===== src/rtl/dram_controller_multibank.sv =====
// dram_controller_multibank
//   FPM DRAM controller for a 68000 bus. Drives N banks of 16-bit SIMMs with
//   programmable RAS/CAS/precharge timing and CAS-before-RAS refresh backed by
//   a saturating pending-refresh counter.
//
//   Optional feature macro: DRAM_PAGE_MODE_EN (keeps the row open after an
//   access so a following same-bank/same-row access skips RAS).
//
// Ports
//   CLK_ALT     in   DRAM clock
//   RST         in   synchronous reset, active-low
//   AS, CS      in   CPU address strobe / DRAM chip select, active-low, async
//   LDS, UDS    in   CPU byte strobes, active-low
//   RW          in   1 = read, 0 = write
//   ADDR_IN     in   CPU address bits [23:1]
//   ADDR_OUT    out  muxed row/column address
//   RAS_N       out  per-bank RAS, active-low
//   CASL_N      out  per-bank low-byte CAS, active-low
//   CASU_N      out  per-bank high-byte CAS, active-low
//   WE_N        out  per-bank write enable, active-low
//   DTACK_DRAM  out  data acknowledge, active-low
//   REF_PEND    out  pending refresh count
//
// state | meaning
// IDLE  | waiting for refresh request or access
// ROW   | drive row address
// RAS   | assert RAS on addressed bank
// RCD   | RAS-to-CAS delay
// COL   | drive column address and WE
// CAS   | assert byte CAS strobes
// ACK   | DTACK low until AS released
// PRE   | all strobes high, precharge
// RF1   | CBR: all CAS low
// RF2   | CBR: all RAS low
// RF3   | CBR: all CAS high
// RF4   | CBR: all RAS high
// PAGE  | row held open (page mode build only)
module dram_controller_multibank #(
  parameter int NUM_BANKS   = 2,
  parameter int MUX_W       = 11,
  parameter int REFRESH_CNT = 781,
  parameter int T_RCD       = 1,
  parameter int T_CAS       = 1,
  parameter int T_RP        = 2,
  parameter int MAX_PEND    = 3
) (
  input  logic                 CLK_ALT,
  input  logic                 RST,
  input  logic                 AS,
  input  logic                 LDS,
  input  logic                 UDS,
  input  logic                 RW,
  input  logic                 CS,
  input  logic [23:1]          ADDR_IN,
  output logic [MUX_W-1:0]     ADDR_OUT,
  output logic [NUM_BANKS-1:0] RAS_N,
  output logic [NUM_BANKS-1:0] CASL_N,
  output logic [NUM_BANKS-1:0] CASU_N,
  output logic [NUM_BANKS-1:0] WE_N,
  output logic                 DTACK_DRAM,
  output logic [2:0]           REF_PEND
);

  localparam int BANK_W = (NUM_BANKS > 1) ? $clog2(NUM_BANKS) : 1;
  localparam int TMR_W  = $clog2(REFRESH_CNT);
  localparam logic [TMR_W-1:0] TMR_LAST = TMR_W'(REFRESH_CNT - 1);
  localparam logic [2:0] PEND_MAX = 3'(MAX_PEND);
  localparam logic [5:0] RCD_LD  = 6'((T_RCD > 0) ? T_RCD - 1 : 0);
  localparam logic [5:0] CAS_LD  = 6'(T_CAS - 1);
  localparam logic [5:0] RP_LD   = 6'(T_RP - 1);
  localparam logic [5:0] PAGE_LD = 6'd63;

  typedef enum logic [3:0] {
    S_IDLE, S_ROW, S_RAS, S_RCD, S_COL, S_CAS, S_ACK, S_PRE,
    S_RF1, S_RF2, S_RF3, S_RF4
`ifdef DRAM_PAGE_MODE_EN
    , S_PAGE
`endif
  } state_t;

  state_t state_q, state_nxt;
  logic [5:0] wait_q, wait_nxt;
  logic [MUX_W-1:0] addr_q, addr_nxt;
  logic [NUM_BANKS-1:0] ras_q, ras_nxt, casl_q, casl_nxt, casu_q, casu_nxt, we_q, we_nxt;
  logic dtack_q, dtack_nxt;
  logic [BANK_W-1:0] bank_q, bank_nxt, bank_sel;
  logic rw_q, rw_nxt, lds_q, lds_nxt, uds_q, uds_nxt;
  logic as_ff1, as_s, cs_ff1, cs_s;
  logic [TMR_W-1:0] ref_tmr_q;
  logic [2:0] ref_pend_q;
  logic ref_tick, ref_start;
  logic [NUM_BANKS-1:0] bank_oh;
  logic [MUX_W-1:0] row_addr, col_addr;
`ifdef DRAM_PAGE_MODE_EN
  logic [MUX_W-1:0] open_row_q, open_row_nxt;
`endif

  assign row_addr = ADDR_IN[MUX_W:1];
  assign col_addr = ADDR_IN[2*MUX_W:MUX_W+1];

  if (NUM_BANKS > 1) begin : g_bank
    assign bank_sel = ADDR_IN[23 -: BANK_W];
  end else begin : g_one_bank
    assign bank_sel = '0;
  end

  always_comb begin
    bank_oh = '0;
    for (int i = 0; i < NUM_BANKS; i++) bank_oh[i] = (bank_q == BANK_W'(i));
  end

  assign ref_tick = (ref_tmr_q == TMR_LAST);

  always_comb begin
    state_nxt = state_q;
    wait_nxt  = wait_q;
    addr_nxt  = addr_q;
    ras_nxt   = ras_q;
    casl_nxt  = casl_q;
    casu_nxt  = casu_q;
    we_nxt    = we_q;
    dtack_nxt = dtack_q;
    bank_nxt  = bank_q;
    rw_nxt    = rw_q;
    lds_nxt   = lds_q;
    uds_nxt   = uds_q;
    ref_start = 1'b0;
`ifdef DRAM_PAGE_MODE_EN
    open_row_nxt = open_row_q;
`endif
    case (state_q)
      S_IDLE: begin
        if (ref_pend_q != 3'd0) begin
          state_nxt = S_RF1;
          ref_start = 1'b1;
        end else if (!cs_s && !as_s) begin
          state_nxt = S_ROW;
          bank_nxt  = bank_sel;
          rw_nxt    = RW;
          lds_nxt   = LDS;
          uds_nxt   = UDS;
        end
      end
      S_ROW: begin
        addr_nxt  = row_addr;
`ifdef DRAM_PAGE_MODE_EN
        open_row_nxt = row_addr;
`endif
        state_nxt = S_RAS;
      end
      S_RAS: begin
        ras_nxt = ras_q & ~bank_oh;
        if (T_RCD == 0) state_nxt = S_COL;
        else begin
          state_nxt = S_RCD;
          wait_nxt  = RCD_LD;
        end
      end
      S_RCD: begin
        if (wait_q == 6'd0) state_nxt = S_COL;
        else wait_nxt = wait_q - 6'd1;
      end
      S_COL: begin
        addr_nxt  = col_addr;
        we_nxt    = rw_q ? (we_q | bank_oh) : (we_q & ~bank_oh);
        state_nxt = S_CAS;
        wait_nxt  = CAS_LD;
      end
      S_CAS: begin
        casl_nxt = lds_q ? (casl_q | bank_oh) : (casl_q & ~bank_oh);
        casu_nxt = uds_q ? (casu_q | bank_oh) : (casu_q & ~bank_oh);
        if (wait_q == 6'd0) state_nxt = S_ACK;
        else wait_nxt = wait_q - 6'd1;
      end
      S_ACK: begin
        dtack_nxt = 1'b0;
        if (as_s) begin
`ifdef DRAM_PAGE_MODE_EN
          state_nxt = S_PAGE;
          casl_nxt  = '1;
          casu_nxt  = '1;
          we_nxt    = '1;
          dtack_nxt = 1'b1;
          wait_nxt  = PAGE_LD;
`else
          state_nxt = S_PRE;
          wait_nxt  = RP_LD;
`endif
        end
      end
      S_PRE: begin
        ras_nxt   = '1;
        casl_nxt  = '1;
        casu_nxt  = '1;
        we_nxt    = '1;
        dtack_nxt = 1'b1;
        addr_nxt  = '0;
        if (wait_q == 6'd0) state_nxt = S_IDLE;
        else wait_nxt = wait_q - 6'd1;
      end
      S_RF1: begin
        casl_nxt  = '0;
        casu_nxt  = '0;
        we_nxt    = '1;
        state_nxt = S_RF2;
      end
      S_RF2: begin
        ras_nxt   = '0;
        state_nxt = S_RF3;
      end
      S_RF3: begin
        casl_nxt  = '1;
        casu_nxt  = '1;
        state_nxt = S_RF4;
      end
      S_RF4: begin
        ras_nxt   = '1;
        state_nxt = S_PRE;
        wait_nxt  = RP_LD;
      end
`ifdef DRAM_PAGE_MODE_EN
      // A hit performs the column phase here, so it lands in CAS next cycle.
      S_PAGE: begin
        if (ref_pend_q != 3'd0 || wait_q == 6'd0) begin
          state_nxt = S_PRE;
          wait_nxt  = RP_LD;
        end else if (!cs_s && !as_s) begin
          if (bank_sel == bank_q && row_addr == open_row_q) begin
            rw_nxt    = RW;
            lds_nxt   = LDS;
            uds_nxt   = UDS;
            addr_nxt  = col_addr;
            we_nxt    = RW ? (we_q | bank_oh) : (we_q & ~bank_oh);
            state_nxt = S_CAS;
            wait_nxt  = CAS_LD;
          end else begin
            state_nxt = S_PRE;
            wait_nxt  = RP_LD;
          end
        end else begin
          wait_nxt = wait_q - 6'd1;
        end
      end
`endif
      default: state_nxt = S_IDLE;
    endcase
  end

  always_ff @(posedge CLK_ALT) begin
    if (!RST) begin
      state_q <= S_IDLE;
      wait_q  <= '0;
      addr_q  <= '0;
      ras_q   <= '1;
      casl_q  <= '1;
      casu_q  <= '1;
      we_q    <= '1;
      dtack_q <= 1'b1;
      bank_q  <= '0;
      rw_q    <= 1'b1;
      lds_q   <= 1'b1;
      uds_q   <= 1'b1;
      as_ff1  <= 1'b1;
      as_s    <= 1'b1;
      cs_ff1  <= 1'b1;
      cs_s    <= 1'b1;
`ifdef DRAM_PAGE_MODE_EN
      open_row_q <= '0;
`endif
    end else begin
      state_q <= state_nxt;
      wait_q  <= wait_nxt;
      addr_q  <= addr_nxt;
      ras_q   <= ras_nxt;
      casl_q  <= casl_nxt;
      casu_q  <= casu_nxt;
      we_q    <= we_nxt;
      dtack_q <= dtack_nxt;
      bank_q  <= bank_nxt;
      rw_q    <= rw_nxt;
      lds_q   <= lds_nxt;
      uds_q   <= uds_nxt;
      as_ff1  <= AS;
      as_s    <= as_ff1;
      cs_ff1  <= CS;
      cs_s    <= cs_ff1;
`ifdef DRAM_PAGE_MODE_EN
      open_row_q <= open_row_nxt;
`endif
    end
  end

  // A tick coinciding with a refresh start cancels out.
  always_ff @(posedge CLK_ALT) begin
    if (!RST) begin
      ref_tmr_q  <= '0;
      ref_pend_q <= '0;
    end else begin
      ref_tmr_q <= ref_tick ? '0 : ref_tmr_q + TMR_W'(1);
      if (ref_tick && !ref_start) begin
        if (ref_pend_q != PEND_MAX) ref_pend_q <= ref_pend_q + 3'd1;
      end else if (ref_start && !ref_tick) begin
        ref_pend_q <= ref_pend_q - 3'd1;
      end
    end
  end

  assign ADDR_OUT   = addr_q;
  assign RAS_N      = ras_q;
  assign CASL_N     = casl_q;
  assign CASU_N     = casu_q;
  assign WE_N       = we_q;
  assign DTACK_DRAM = dtack_q;
  assign REF_PEND   = ref_pend_q;

endmodule

===== config.mk =====
export PLATFORM = sky130hd
export DESIGN_NAME = dram_controller_multibank
export DESIGN_NICKNAME = d
export VERILOG_FILES = /design/src/rtl/dram_controller_multibank.sv
export SDC_FILE = /design/constraint.sdc
export NUM_CORES = 1
export LEC_CHECK = 0
export BUFFER_PORTS_ARGS = -buffer_cell sky130_fd_sc_hd__buf_2
export CAP_MARGIN = 20
export CELL_PAD_IN_SITES_DETAIL_PLACEMENT = 1
export CELL_PAD_IN_SITES_GLOBAL_PLACEMENT = 1
export CORE_ASPECT_RATIO = 0.75
export CORE_MARGIN = 2
export CORE_UTILIZATION = 25
export CTS_BUF_LIST = sky130_fd_sc_hd__clkbuf_16
export DETAILED_ROUTE_END_ITERATION = 6
export GPL_ROUTABILITY_DRIVEN = 0
export PLACE_DENSITY_LB_ADDON = 0.1
export SETUP_SLACK_MARGIN = 0.2
export SYNTH_ARGS = -nofsm -noshare
export SYNTH_HDL_FRONTEND = slang
export SYNTH_SLANG_ARGS = --single-unit

===== constraint.sdc =====
create_clock -name CLK_ALT -period 2.3 [get_ports CLK_ALT]
set_clock_uncertainty 0.15 [all_clocks]
set_input_delay 0.23 -clock CLK_ALT [delete_from_list [all_inputs] [get_ports CLK_ALT]]
set_output_delay 0.23 -clock CLK_ALT [all_outputs]
set_load 0.02 [all_outputs]

### Yosys cells after proc, flatten, opt, wreduce, memory -nomap -nowiden

Cells that the tools add are included.

* logic and storage cells: 104
* output and inout port bits: 23
* register bits after elaboration: 51

* add/subtract/negate cells: 4
* mux-type cells: 24
* reductions and logical operators: 27
* equal/unequal tests: 20
* bitwise gates (word level): 11

Operator list (count)
* 4-bit case mux with 12 select lines: 1
* 11-bit case mux with 3 select lines: 1
* 4-bit two-way mux: 6
* 6-bit case mux with 4 select lines: 1
* 2-bit case mux with 3 select lines: 3
* 4-bit by 3-bit equality test with 1-bit output (second input constant): 4
* 4-bit equality test (second input constant): 4
* 6-bit two-way mux: 2
* 3-bit nonzero test: 4
* 10-bit by 1-bit adder with 10-bit output (second input constant): 1
* 10-bit equality test (second input constant): 1
* 2-bit inequality test (second input constant): 5
* 2-bit OR reduction: 5
* 3-bit two-way mux: 3
* 2-bit AND: 4
* 4-bit by 2-bit equality test with 1-bit output (second input constant): 2
* 6-bit zero test: 1
* 2-bit two-way mux: 3
* 2-bit OR: 3
* 3-bit AND reduction: 2
* 2-bit nonzero test: 3
* 6-bit by 1-bit subtractor with 6-bit output (second input constant): 1
* 5-bit AND reduction: 1
* 4-bit by 1-bit equality test with 1-bit output (second input constant): 1
* other kinds (16): 24

### Depth between registers and ports, before layout

* word-level depth: 7
* gate-level depth with buffers: 10

### Worst setup path before layout

Ideal clock, no wire load.

* kind: register to register
* from: register ref_pend_q[0], in the netlist REF_PEND[0]
* to: register ref_pend_q[1], in the netlist REF_PEND[1]
* clock period less this slack: 2431 ps
* stages on the path, launching flop included: 11
* data required time: 2031 ps
* arrival: 2162 ps
* path buffers: 2
* library setup time: 119 ps
* setup slack: -131 ps
* cell sequence: dfxtp_1 buf_2 or3_1 buf_2 nand2_1 nand2_1 fa_1 nand2_1 nand2_1 mux2_2 o221a_2

* word-level cells in the longest chain between the ends: 7
* elaborated cells between the ends (all ways): 15

Ends and longest elaborated chain
* start, declared: RTL line 90 `logic [2:0] ref_pend_q;`
* start signal, assigned: RTL line 301 `if (ref_pend_q != PEND_MAX) ref_pend_q <= ref_pend_q + 3'd1;`
* start signal, assigned: RTL line 303 `ref_pend_q <= ref_pend_q - 3'd1;`
* 3-bit nonzero test: RTL line 133 `if (ref_pend_q != 3'd0) begin`
* 1-bit two-way mux: RTL line 133
* 1-bit two-way mux: RTL line 131 `case (state_q)`
* 1-bit zero test: RTL line 300 `if (ref_tick && !ref_start) begin`
* 1-bit logical AND: RTL line 300
* 2-bit by 1-bit inequality test with 1-bit output (no line) / 2-bit nonzero test (equally long branches)
* 2-bit AND reduction (no line)

Several ways; a longest one is shown, not always the timed one. The select of a mux whose other input is x is not followed.
A chain may end at the register's enable or synchronous reset.

### Worst setup path after layout

* from: register ref_tmr_q[5]
* to: register ref_pend_q[1], in the netlist REF_PEND[1]

* word-level cells in the longest chain between the ends: 5
* elaborated cells between the ends (all ways): 8

Ends and longest elaborated chain
* start, declared: RTL line 89 `logic [TMR_W-1:0] ref_tmr_q;`
* start signal, assigned: RTL line 299 `ref_tmr_q <= ref_tick ? '0 : ref_tmr_q + TMR_W'(1);`
* 10-bit equality test *: RTL line 112 `assign ref_tick = (ref_tmr_q == TMR_LAST);`
* 1-bit zero test: RTL line 302 `end else if (ref_start && !ref_tick) begin`
* 1-bit logical AND: RTL line 302
* 2-bit nonzero test (no line)
* 2-bit AND reduction (no line)

Mark *: on every way between the ends. The rest lies on a longest branch, timed or not.

==> impl_results.md <==
* Drt total wl at 8010 um
* Dpl ws at 101 ps
* Mapped Area at 0.00273 mm2
* Share of cells above drive strength 1 at 32.8%
* Leading register cell type out of synthesis: dfxtp_1
* Detailed Place HPWL at 5700 um
* Adder-Cell Fraction of Synth Area at 2.11%
* Psw at 1580 uW
* Placed cell count at 502
* Clock power share at 19.4%
* Vias in the first global route at 2616
* Max Cap Viol at 0
* Clock insertion delay at the later pin of the skew report at 300 ps
* Register area at 0.00103 mm2
* Area of the multi-input gates at 0.00161 mm2
* Avg WL per Cell at 15.6 um
* #FFs+latches synth at 51
* Clock Pin Slew Worst Setup and Hold Paths at 70 ps
* Ports at 53
* Post-CTS setup buffer count at 0
* Pint at 2320 uW
* Initial antenna violation count at 0
* Fin cells at 515
* Main combinational cell family by area after synthesis: compound AO/OA/AOI/OAI gates
* Kind of critical path: register to register
* Status: finished, final reports clean
* Area grow syn2layout at 28.6%
* Die Footprint at 0.0118 mm2
* Post-synthesis compound-gate area fraction at 24.2%
* # setup viols final at 0
* Clock sinks at 51
* VDD IR-drop max at 320 uV
* Pin count of the biggest net entering global routing at 39
* Die H at 94.5 um
* Mapped Cells at 312
* First-pass detailed-route iteration total at 4
* Drc violations at 0
* CP required at 2340 ps
* Slew Limit Fails at 0
* Post-synthesis mux area share at 4.08%
* Nets at 408
* Die X at 125 um
* Hold Vio Cnt, Final at 0
* Final ANT Viol Nets at 0
* Syn. warnings at 0
* CTS tree: done
* Row count at 33
* GRT Total Usage at 13.8%
* Power Dens Cells at 1110 mW/mm2
* Crit path capture type: register
* Root buffer cell: clkbuf_16
* Total CTS buffers at 5
* Crit-path max FO at 3
* Sw Share at 40.5%
* Fmax achieved at 455 MHz
* Sequential area share after synthesis at 37.4%
* Global-route wire length before repair at 13200 um
* Drt initial violations at 94
* Post-DR vias/cell at 4.92
* I/O Buffers at 52
* RSZ-0062 raised after global routing: true
* Starting Density at 25.3%
* Post-Syn Area per Cell at 8.75 um2
* Grt ovf at 0
* Slew HR at 64.2%
* Worst EP arrival at 2240 ps
* Tmin final at 2200 ps
* Simple-gate portion of the synthesized area at 23.1%
* Fill count at 1282
* Slew @ Worst Pin at 538 ps
* H-tree levels at 2
* Deepest clock path buffer count at 2
* Final period utilization at 95.6%
* Synth Area in XOR/XNOR at 3.53%
* Post-synth cell types at 60
* Startpoint Class: register
* Hold Path Class: input pin to register
* Core footprint at 0.0108 mm2
* Static Leak at 0.00141 uW
* Ys async rst share at 0%
* Ant diodes at 0
* Number of flops mapped to enable cells by yosys at 0
* Gate power share at 49.7%
* Reg power frac at 30.9%
* DR vias at 2532
* Post-synth net total at 346
* Setup ws final at 100 ps
[cells in the mapped netlist, drive strengths merged, types with 3 or more instances]
| master | count | area [um2] |
|---|---|---|
| ha | 3 | 37.5 |
| nand4 | 4 | 25.0 |
| dfxtp | 51 | 1020 |
| o22ai | 5 | 31.3 |
| o221a | 13 | 146 |
| nor3 | 8 | 62.6 |
| xnor2 | 3 | 26.3 |
| buf | 13 | 67.6 |
| clkbuf | 12 | 45.0 |
| nand2b | 9 | 56.3 |
| inv | 10 | 37.5 |
| or2 | 3 | 18.8 |
| a21oi | 12 | 60.1 |
| or3 | 4 | 30.0 |
| xor2 | 8 | 70.1 |
| or4 | 4 | 30.0 |
| o211ai | 4 | 30.0 |
| nand2 | 26 | 97.6 |
| o21ai | 19 | 95.1 |
| o31ai | 3 | 22.5 |
| nand3 | 5 | 25.0 |
| mux2i | 10 | 100 |
| nor2 | 26 | 97.6 |
| nor4 | 4 | 46.3 |
| a2bb2oi | 11 | 96.3 |
| nand4b | 3 | 26.3 |
[power groups by stage]
stage / Clock (uW) / Combinational [uW] / Sequential [uW]
global placement: 0 / 1810 / 1210
global route: 842 / 2150 / 1240
CTS: 801 / 1880 / 1200
detailed placement: 0 / 1830 / 1210
finish: 758 / 1940 / 1210
floorplan: 0 / 1130 / 1360
[area by class of cell]
| class | count | share of cell area (%) |
|---|---|---|
| sequential | 51 | 29.2 |
| clock buffer | 5 | 3.56 |
| timing repair buffer | 80 | 14.5 |
| tap | 140 | 4.99 |
| multi-input combinational | 225 | 45.8 |
| clock inverter | 3 | 0.641 |
| inverter | 11 | 1.18 |
[metal layers]
layer	wire length [um]	up-vias	share of wire, %	GRT usage, %
li1	-	1273	-	-
met1	4280	1222	53	19.7
met2	3400	32	42	21.1
met3	266	5	3.3	2.95
met4	59	0	0.74	3.65
met5	0	-	0	0
[cell families after synthesis]
kind of cell,Yosys count
AOI/OAI and AO/OA,88
xor gates and xnor gates,11
adders and majority gates,4
buffers and inverters,36
DFF,51
muxes,11
and+or+nand+nor,111
[metrics by stage]
step | power (uW) | cell area, um2 | hold WS (ps) | utilization [%] | setup TNS [ps]
detailed placement | 3040 | 3230 | 251 | 30.0 | 0
global placement | 3020 | 3230 | 254 | 30.0 | 0
floorplan | 2490 | 2750 | 181 | - | -10.6
global route | 4230 | 3510 | 50.2 | 32.6 | 0
CTS | 3880 | 3450 | 41.3 | 32.0 | 0
finish | 3910 | 3510 | 48.3 | 32.6 | 0
[registers in the layout, summed over array words and instances (netlist names), named ones only]
signal / count
ADDR_OUT: 11
cs_ff1: 1
cs_s: 1
lds_q: 1
ref_tmr_q: 10
REF_PEND: 3
WE_N: 2
wait_q: 6
DTACK_DRAM: 1
uds_q: 1
state_q: 4
as_ff1: 1
bank_q: 1
RAS_N: 2
rw_q: 1
as_s: 1
[final timing paths]
kind	from	endpoint	slack [ps]	cells past startpoint
min reg2reg	cs_ff1$_SDFF_PN1_	cs_s$_SDFF_PN1_	270	1
min	ADDR_IN[23]	bank_q$_SDFFE_PN0P_	50	3
max	ref_tmr_q[5]$_SDFF_PP0_	REF_PEND[1]$_SDFFE_PN0P_	100	8
max reg2reg	ref_tmr_q[5]$_SDFF_PP0_	REF_PEND[1]$_SDFFE_PN0P_	100	8
[worst max-delay path: stages, from the launching register on]
cell and delay, ps:
dfxtp_2 330, or3_4 400, nor3_4 170, nand2_1 90, fa_2 440, nand2_2 90
nand2_1 50, mux2_2 260, o221a_2 120
[cell usage in the layout, fill, tap and decap left out, types with 8 or more instances in the layout]
cell type,n
buf_2,52
dfxtp_1,46
o221a_2,13
nand2_1,24
a21oi_1,11
buf_4,18
nor2_1,26
mux2i_1,10
inv_1,9
xor2_1,8
o21ai_0,18
a2bb2oi_1,11
nand2b_1,9
[what timing repair did]
action | CTS | global route
hold endpoints to repair | 5 | 0
pin swaps | 1 | 3
hold buffers | 5 | 0
cloned | 0 | 0
endpoints found under the setup margin | 14 | 12
resized for setup | 6 | 18
(Power assumes the default switching activity.)
